[src/rtl/vga_dump_if.sv]
// Read-port bundle between the dump sequencer and the shared register/memory
// debug port (request/grant handshake followed by a one-cycle data strobe).
interface vga_dump_if #(
    parameter int ADDR_W = 5
);
    logic              rd_req;
    logic [ADDR_W-1:0] rd_addr;
    logic              rd_gnt;
    logic              rd_valid;
    logic [15:0]       rd_data;

    modport master (
        output rd_req,
        output rd_addr,
        input  rd_gnt,
        input  rd_valid,
        input  rd_data
    );

    modport slave (
        input  rd_req,
        input  rd_addr,
        output rd_gnt,
        output rd_valid,
        output rd_data
    );
endinterface

[src/rtl/vga_dump_sequencer.sv]
// Once every FRAME_DIV vertical syncs, fetches NUM_WORDS words (highest address
// first) from the shared read port and shifts each into the VGA dump display.
module vga_dump_sequencer #(
    parameter int NUM_WORDS = 18,
    parameter int ADDR_W    = 5,
    parameter int FRAME_DIV = 1,
    parameter bit VSYNC_POL = 1'b1
) (
    input  logic        clk,
    input  logic        rst,
    input  logic        v_sync_i,
    input  logic        freeze_i,
    vga_dump_if.master  rd,
    output logic [15:0] data_o,
    output logic        en_o,
    output logic        busy_o,
    output logic        done_o,
    output logic        overrun_o
);

    typedef enum logic [1:0] {
        ST_IDLE,
        ST_REQ,
        ST_WAIT,
        ST_PUSH
    } state_t;

    localparam logic              SYNC_IDLE  = !VSYNC_POL;
    localparam logic [7:0]        FRAME_LAST = 8'(FRAME_DIV - 1);
    localparam logic [ADDR_W-1:0] ADDR_LAST  = ADDR_W'(NUM_WORDS - 1);

    // [0],[1] synchroniser stages; [2] previous value of stage [1] for the edge.
    logic [2:0]        sync_q;
    logic [7:0]        frame_cnt_q, frame_cnt_d;
    logic              sync_edge;
    logic              trigger;

    state_t            state_q;
    logic [ADDR_W-1:0] addr_q;
    logic              rd_req_q;
    logic [15:0]       data_q;
    logic              en_q;
    logic              busy_q;
    logic              done_q;
    logic              overrun_q;

    // NOTE: sequential state uses non-blocking assignments so every register
    // updates from pre-edge values regardless of statement order.
    always_ff @(posedge clk or posedge rst) begin
        if (rst) begin
            sync_q      <= {3{SYNC_IDLE}};
            frame_cnt_q <= '0;
        end else begin
            sync_q      <= {sync_q[1:0], v_sync_i};
            frame_cnt_q <= frame_cnt_d;
        end
    end

    assign sync_edge = (sync_q[1] == VSYNC_POL) && (sync_q[2] != VSYNC_POL);

    // NOTE: every always_comb output gets a default first so no latch is inferred.
    always_comb begin
        frame_cnt_d = frame_cnt_q;
        trigger     = 1'b0;
        if (sync_edge) begin
            if (frame_cnt_q == FRAME_LAST) begin
                frame_cnt_d = '0;
                trigger     = 1'b1;
            end else begin
                frame_cnt_d = frame_cnt_q + 8'd1;
            end
        end
    end

    always_ff @(posedge clk or posedge rst) begin
        if (rst) begin
            state_q   <= ST_IDLE;
            addr_q    <= '0;
            rd_req_q  <= 1'b0;
            data_q    <= '0;
            en_q      <= 1'b0;
            busy_q    <= 1'b0;
            done_q    <= 1'b0;
            overrun_q <= 1'b0;
        end else begin
            en_q   <= 1'b0;
            done_q <= 1'b0;
            // Any trigger outside IDLE, including the final PUSH cycle, is an overrun.
            if (trigger && state_q != ST_IDLE) begin
                overrun_q <= 1'b1;
            end
            case (state_q)
                ST_IDLE: begin
                    if (trigger && !freeze_i) begin
                        addr_q   <= ADDR_LAST;
                        rd_req_q <= 1'b1;
                        busy_q   <= 1'b1;
                        state_q  <= ST_REQ;
                    end
                end
                ST_REQ: begin
                    if (rd.rd_gnt) begin
                        rd_req_q <= 1'b0;
                        state_q  <= ST_WAIT;
                    end
                end
                ST_WAIT: begin
                    if (rd.rd_valid) begin
                        data_q  <= rd.rd_data;
                        en_q    <= 1'b1;
                        done_q  <= (addr_q == '0);
                        state_q <= ST_PUSH;
                    end
                end
                ST_PUSH: begin
                    if (addr_q == '0) begin
                        busy_q  <= 1'b0;
                        state_q <= ST_IDLE;
                    end else begin
                        addr_q   <= addr_q - 1'b1;
                        rd_req_q <= 1'b1;
                        state_q  <= ST_REQ;
                    end
                end
                default: state_q <= ST_IDLE;
            endcase
        end
    end

    assign rd.rd_req  = rd_req_q;
    assign rd.rd_addr = addr_q;
    assign data_o     = data_q;
    assign en_o       = en_q;
    assign busy_o     = busy_q;
    assign done_o     = done_q;
    assign overrun_o  = overrun_q;

endmodule

[src/flat_wrapper.sv]
// flat-port wrapper written by rule: the top's interface ports become plain ports
module vga_dump_sequencer_flat 
#(
    parameter int NUM_WORDS = 18,
    parameter int ADDR_W    = 5,
    parameter int FRAME_DIV = 1,
    parameter bit VSYNC_POL = 1'b1
)
  (clk, rst, v_sync_i, freeze_i, data_o, en_o, busy_o, done_o, overrun_o, rd_rd_req, rd_rd_addr, rd_rd_gnt, rd_rd_valid, rd_rd_data);
  vga_dump_if #(.ADDR_W(ADDR_W)) rd_i ();
  input  logic clk;
  input  logic rst;
  input  logic v_sync_i;
  input  logic freeze_i;
  output logic [15:0] data_o;
  output logic en_o;
  output logic busy_o;
  output logic done_o;
  output logic overrun_o;
  output wire logic [$bits(rd_i.rd_req)-1:0] rd_rd_req;
  output wire logic [$bits(rd_i.rd_addr)-1:0] rd_rd_addr;
  input wire logic [$bits(rd_i.rd_gnt)-1:0] rd_rd_gnt;
  input wire logic [$bits(rd_i.rd_valid)-1:0] rd_rd_valid;
  input wire logic [$bits(rd_i.rd_data)-1:0] rd_rd_data;
  assign rd_rd_req = rd_i.rd_req;
  assign rd_rd_addr = rd_i.rd_addr;
  assign rd_i.rd_gnt = rd_rd_gnt;
  assign rd_i.rd_valid = rd_rd_valid;
  assign rd_i.rd_data = rd_rd_data;
  vga_dump_sequencer #(.NUM_WORDS(NUM_WORDS), .ADDR_W(ADDR_W), .FRAME_DIV(FRAME_DIV), .VSYNC_POL(VSYNC_POL)) u_core (.clk(clk), .rst(rst), .v_sync_i(v_sync_i), .freeze_i(freeze_i), .rd(rd_i), .data_o(data_o), .en_o(en_o), .busy_o(busy_o), .done_o(done_o), .overrun_o(overrun_o));
endmodule
[config.mk]
export PLATFORM = sky130hd
export DESIGN_NAME = vga_dump_sequencer_flat
export DESIGN_NICKNAME = d
export VERILOG_FILES = /design/src/rtl/vga_dump_if.sv /design/src/rtl/vga_dump_sequencer.sv /design/src/flat_wrapper.sv
export SDC_FILE = /design/constraint.sdc
export NUM_CORES = 1
export LEC_CHECK = 0
export CELL_PAD_IN_SITES_DETAIL_PLACEMENT = 0
export CELL_PAD_IN_SITES_GLOBAL_PLACEMENT = 2
export CORE_UTILIZATION = 27
export DETAILED_ROUTE_END_ITERATION = 6
export GPL_ROUTABILITY_DRIVEN = 0
export GPL_TIMING_DRIVEN = 0
export PLACE_DENSITY = 0.86
export SYNTH_ARGS = -nofsm -noshare
export SYNTH_HDL_FRONTEND = slang
export SYNTH_SLANG_ARGS = --single-unit
[constraint.sdc]
create_clock -name clk -period 2.2 [get_ports clk]
set_clock_uncertainty 0.15 [all_clocks]
set_input_delay 0.44 -clock clk [delete_from_list [all_inputs] [get_ports clk]]
set_output_delay 0.44 -clock clk [all_outputs]
set_load 0.01 [all_outputs]
**Word level (Yosys, flattened, before mapping)**

Cells that the tools add are included.

- Add/sub/neg operators: 2
- $mul: 0
- Divide/modulo/power cells: 0
- Order comparisons: 0
- Eq/ne operators: 8
- Shift operators: 0
- Multiplexer cells: 21
- Bitwise gates (word level): 1
- Reduce and logical (&&, ||, !) cells: 15

Operator list:

| operator | count |
|---|---|
| 1-bit 2-to-1 mux | 11 |
| 5-bit 2-to-1 mux | 2 |
| 5-bit one-hot mux with 2 select lines | 1 |
| 3-bit AND reduction | 3 |
| 8-bit by 1-bit adder with 8-bit output, second input constant | 1 |
| 8-bit zero test | 1 |
| 8-bit 2-to-1 mux | 1 |
| 2-bit one-hot mux with 4 select lines | 1 |
| 2-bit 2-to-1 mux | 3 |
| 2-bit inequality test, second input constant | 3 |
| 5-bit zero test | 1 |
| 5-bit by 1-bit subtractor with 5-bit output, second input constant | 1 |
| 2-bit == test, second input constant | 2 |
| 2-bit by 1-bit inequality test with 1-bit output, second input constant | 2 |
| 4-bit AND reduction | 1 |
| 2-bit nonzero test | 2 |
| 1-bit logical AND | 3 |
| 1-bit one-hot mux with 3 select lines | 1 |
| 3-bit nonzero test | 1 |
| 2-bit by 1-bit == test with 1-bit output, second input constant | 1 |
| 2-bit zero test | 1 |
| 1-bit one-hot mux with 2 select lines | 1 |
| 2-bit AND reduction | 1 |
| 1-bit zero test | 1 |
| 1-bit NOT | 1 |

- Bits in registers: 39
- Bits in latches: 0
- Bits in writable memories: 0
- Memory bits (read-only): 0
- Bits of input ports: 22
- Output and inout port bits: 26
- Memories: 0

**Longest topological paths before layout**

Gate-level depths: netlist of run 1.

- Word-level depth: 6
- Depth in mapped cells: 7
- Gate-level depth less buffers: 6

**Least setup slack after synthesis of run 1**

OpenSTA, ideal clock, no wires.

- Kind: register to register
- Start: reg u_core.frame_cnt_q[0]
- End: reg u_core.state_q[1]
- Library setup time: 0.125 ns
- Data arrival time: 2.028 ns
- Data required time: 1.925 ns
- Path slack: -0.104 ns
- Stages on the path, launching flop included: 7
- Clock period less this slack: 2.304 ns
- Path through: dfrtp_1 inv_1 ha_1 or4b_4 o41a_1 a211o_1 mux2_4

- Word-level cells in the longest chain between the ends: 6

RTL lines:

| what | RTL line | text |
|---|---|---|
| from (decl) | vga_dump_sequencer.sv:34 | `logic [7:0] frame_cnt_q, frame_cnt_d;` |
| from (signal assigned) | vga_dump_sequencer.sv:55 | `frame_cnt_q <= frame_cnt_d;` |
| 8-bit zero test | vga_dump_sequencer.sv:66 | `if (frame_cnt_q == FRAME_LAST) begin` |
| 1-bit 2-to-1 mux | vga_dump_sequencer.sv:66 |  |
| 1-bit 2-to-1 mux | vga_dump_sequencer.sv:65 | `if (sync_edge) begin` |
| 1-bit logical AND | vga_dump_sequencer.sv:94 | `if (trigger && !freeze_i) begin` |
| 2-bit by 1-bit inequality test with 1-bit output (no source line) | - |  |
| 3-bit AND reduction (no source line) | - |  |
| to (signal assigned) | vga_dump_sequencer.sv:77 | `state_q <= ST_IDLE;` |
| to (signal assigned) | vga_dump_sequencer.sv:98 | `state_q <= ST_REQ;` |
| to (signal assigned) | vga_dump_sequencer.sv:104 | `state_q <= ST_WAIT;` |
| to (decl) | vga_dump_sequencer.sv:38 | `state_t state_q;` |

Every way passes these cells.
A chain may end at the register's enable or synchronous reset.

**Final worst setup path of run 1**

Ends and elaborated chain as after synthesis.

==> flow_summary.json, run 1 <==
{
  "outcome": "complete, but fails checks",
  "violations": "setup timing",
  "p_int_w": 0.00219,
  "drt_pass1_iterations": 4,
  "synth_cell_types": 34,
  "clkLatencyLatePin_ns": 0.29,
  "cts_tree": "yes",
  "peakVddDrop_v": 0.000420,
  "via_per_inst": 4.57,
  "wirelength_mm": 3.47,
  "regArea_um2": 976,
  "hold_buffers": 0,
  "cts_root_buffer": "clkbuf_8",
  "combPwrFrac_pct": 47.6,
  "globalRouteOverflowTotal": 0,
  "setup_ws_ns": -0.138,
  "setup_violations": 4,
  "cp-end-kind": "flop",
  "synth.cell_area_um2": 1710,
  "cts_buffers": 5,
  "fin_crit_ns": 2.34,
  "hold_viol": 0,
  "die-height_um": 81.6,
  "cp-start-kind": "flop",
  "grt_pass1_wl_mm": 5.62,
  "crit_end": "u_core.state_q[1]",
  "dpl_cell_area_um2": 2290,
  "cap_violations": 0,
  "die_area_um2": 6660,
  "reg2reg_to": "u_core.state_q[1]",
  "ys_seq_elements": 39,
  "final_nets": 224,
  "clkSlewWorstSetupHoldPaths_ns": 0.07,
  "max_slew_margin_pct": 45.3,
  "vias": 1233,
  "path_class": "reg2reg",
  "drtAntennaViolNets": 0,
  "final_max_slew_viol_count": 0,
  "syn_nets": 165,
  "drtIter0Drc": 61,
  "hpwl_mm": 2.41,
  "drc_errors": 0,
  "final_cell_mix": "47 x clkdlybuf4s50_1, 39 x dfrtp_1, 13 x mux2_2",
  "core_area_um2": 6030,
  "fillers": 581,
  "wl_per_cell_um": 12.9,
  "syn_to_final_growth_pct": 47.4,
  "grt_pass1_vias": 1217,
  "critPathLaunch": "u_core.frame_cnt_q[0]",
  "syn_inst": 135,
  "tightest_slew_ns": 0.819,
  "finalCritPeriodShare_pct": 106,
  "dp.cells": 257,
  "cts.sinks": 39,
  "critPathMaxFanout": 4,
  "grt_max_degree": 40,
  "p_leak_nw": 1.11,
  "r2r_start": "u_core.frame_cnt_q[0]",
  "drive_gt1_share_pct": 24.1,
  "ios": 48,
  "htree_levels": 2,
  "switchingPower_w": 0.00105,
  "reg2regPathDepth": 6,
  "fin_cells": 270,
  "initial_utilization_pct": 28.4,
  "grt_usage_pct": 11.2,
  "rows": 28,
  "final_area_um2": 2520,
  "seqPwrFrac_pct": 33.3,
  "diodes": 0,
  "required_ns": 2.22,
  "yosys_warnings": 0,
  "final_common_cell": "clkdlybuf4s50_1",
  "hold_path_class": "reg2reg",
  "pre_cts_ws_ns": -0.263,
  "reg2reg_slack_ns": -0.14,
  "rsz0062_at_grt": "yes",
  "clk_path_buf_depth": 2,
  "die_x_um": 81.6,
  "p_per_area_nw_per_um2": 1280,
  "power_frac_clock_pct": 19.0,
  "fmax_mhz": 428,
  "syn_avg_cell_area_um2": 12.7,
  "multiInputGateArea_um2": 769,
  "crit_arrival_ns": 2.36,
  "yosysSeqAreaShare_pct": 57.0,
  "p_sw_share_pct": 32.4,
  "antenna_found_initial": 0,
  "io_buffers": 47
}
final cells by class:
type	count	area share, %
flip-flops and latches	39	38.7
multi-input cells	84	30.5
repair buffers	52	20.1
well taps	75	3.72
clock buffers	6	3.27
inverters	10	1.49
clock inverters	2	1.39
plain buffers	2	0.794
critical path: stages (launching register included):
cell and delay, ns:
dfrtp_1 0.43, inv_2 0.10, ha_4 0.12, or4b_4 0.47, o41a_1 0.38, a211o_1 0.29, mux2_4 0.30
flip-flops by register name (all words and copies together) (netlist names):
register	flops
u_core.data_o	16
u_core.frame_cnt_q	8
u_core.rd.rd_addr	5
u_core.sync_q	3
u_core.state_q	2
u_core.busy_o	1
u_core.done_o	1
u_core.en_o	1
u_core.overrun_o	1
u_core.rd.rd_req	1
power groups by stage:
| stage | clock network, W | logic (W) | registers, W |
|---|---|---|---|
| 2_1_floorplan | 0 | 0.000671 | 0.00117 |
| 3_3_place_gp | 0 | 0.00132 | 0.00108 |
| 3_5_place_dp | 0 | 0.00133 | 0.00109 |
| 4_1_cts | 0.000644 | 0.00142 | 0.00107 |
| 5_1_grt | 0.000681 | 0.00167 | 0.00111 |
| 6_report | 0.000616 | 0.00154 | 0.00108 |
worst min-delay path by stage:
| stage | slack [ns] | from | to | cells after the start |
|---|---|---|---|---|
| finish | 0.20 | u_core.sync_q[0] | u_core.sync_q[1] | 0 |
| CTS | 0.20 | u_core.sync_q[0] | u_core.sync_q[1] | 0 |
| global placement | 0.18 | u_core.sync_q[0] | u_core.sync_q[1] | 0 |
| detailed placement | 0.19 | u_core.sync_q[0] | u_core.sync_q[1] | 0 |
| floorplan | 0.18 | u_core.sync_q[0] | u_core.sync_q[1] | 0 |
| global route | 0.23 | u_core.sync_q[0] | u_core.sync_q[1] | 0 |
metrics by stage:
stage / util [%] / power [W] / setup TNS [ns] / hold slack [ns]
global route: 41.9 / 0.00346 / -0.817 / 0.225
CTS: 40.5 / 0.00314 / -0.316 / 0.203
global placement: 37.9 / 0.00240 / -11.39 / 0.185
detailed placement: 37.9 / 0.00243 / -2.95 / 0.186
finish: 41.9 / 0.00323 / -0.331 / 0.200
floorplan: - / 0.00184 / -0.0105 / 0.181
cell usage after synthesis:
cell	number	area, um^2
o41a_1	1	11.3
o32a_1	1	10.0
a2111oi_2	1	15.0
a32oi_1	1	8.76
o21ai_0	1	5.00
ha_1	8	100
or4b_4	1	13.8
a211o_1	1	8.76
xor2_1	2	17.5
o21ai_1	6	30.0
inv_1	10	37.5
nand2_1	4	15.0
dfrtp_1	39	976
clkbuf_1	2	7.51
mux2_2	13	146
o22ai_1	1	6.26
mux2_4	1	15.0
a21o_1	4	30.0
nand4_1	2	12.5
a22o_1	1	8.76
o31ai_1	3	22.5
nand3_1	3	15.0
nor2_1	6	22.5
nand2b_2	1	8.76
or3_1	2	12.5
nor3_1	4	20.0
mux2_1	3	33.8
and3_2	1	7.51
nor2b_1	3	18.8
or4b_1	2	20.0
and3_1	1	6.26
xnor2_1	3	26.3
mux2i_1	1	10.0
nand2b_1	2	12.5
layer usage:
| metal | vias up | wire (um) | global-route usage (%) | share of wire [%] |
|---|---|---|---|---|
| met3 | 5 | 172 | 4.33 | 5.0 |
| met4 | 0 | 34 | 3.16 | 0.98 |
| li1 | 596 | - | - | - |
| met1 | 604 | 1560 | 13.5 | 45 |
| met5 | - | 0 | 0 | 0 |
| met2 | 28 | 1700 | 18.3 | 49 |
cells by family (layout without fill, tap and decap cells):
family / after synthesis / in the layout / synth area share [%]
DFF: 39 / 39 / 57.0
and+or+nand+nor: 32 / 32 / 10.8
AOI/OAI and AO/OA: 21 / 21 / 9.14
muxes: 18 / 18 / 12.0
buffers and inverters: 12 / 72 / 2.63
adders and majority gates: 8 / 8 / 5.85
xor gates and xnor gates: 5 / 5 / 2.56
repair_timing:
action / CTS / global route
buffers inserted: 2 / 3
endpoints found under the setup margin: 16 / 9
cloned: 0 / 0
resized for setup: 5 / 14
Power figures use the tool's default switching activity.
==> run 2, diff against run 1 <==
CTS_CLUSTER_SIZE = 30   (was not set)
==> results of run 2 <==
The final DEF is identical to that of run 1; final timing and power are the same.
==> run 3, diff against run 2 <==
CORE_MARGIN = 1   (was not set)
==> results of run 3 <==
The final DEF is identical to that of run 1; final timing and power are the same.
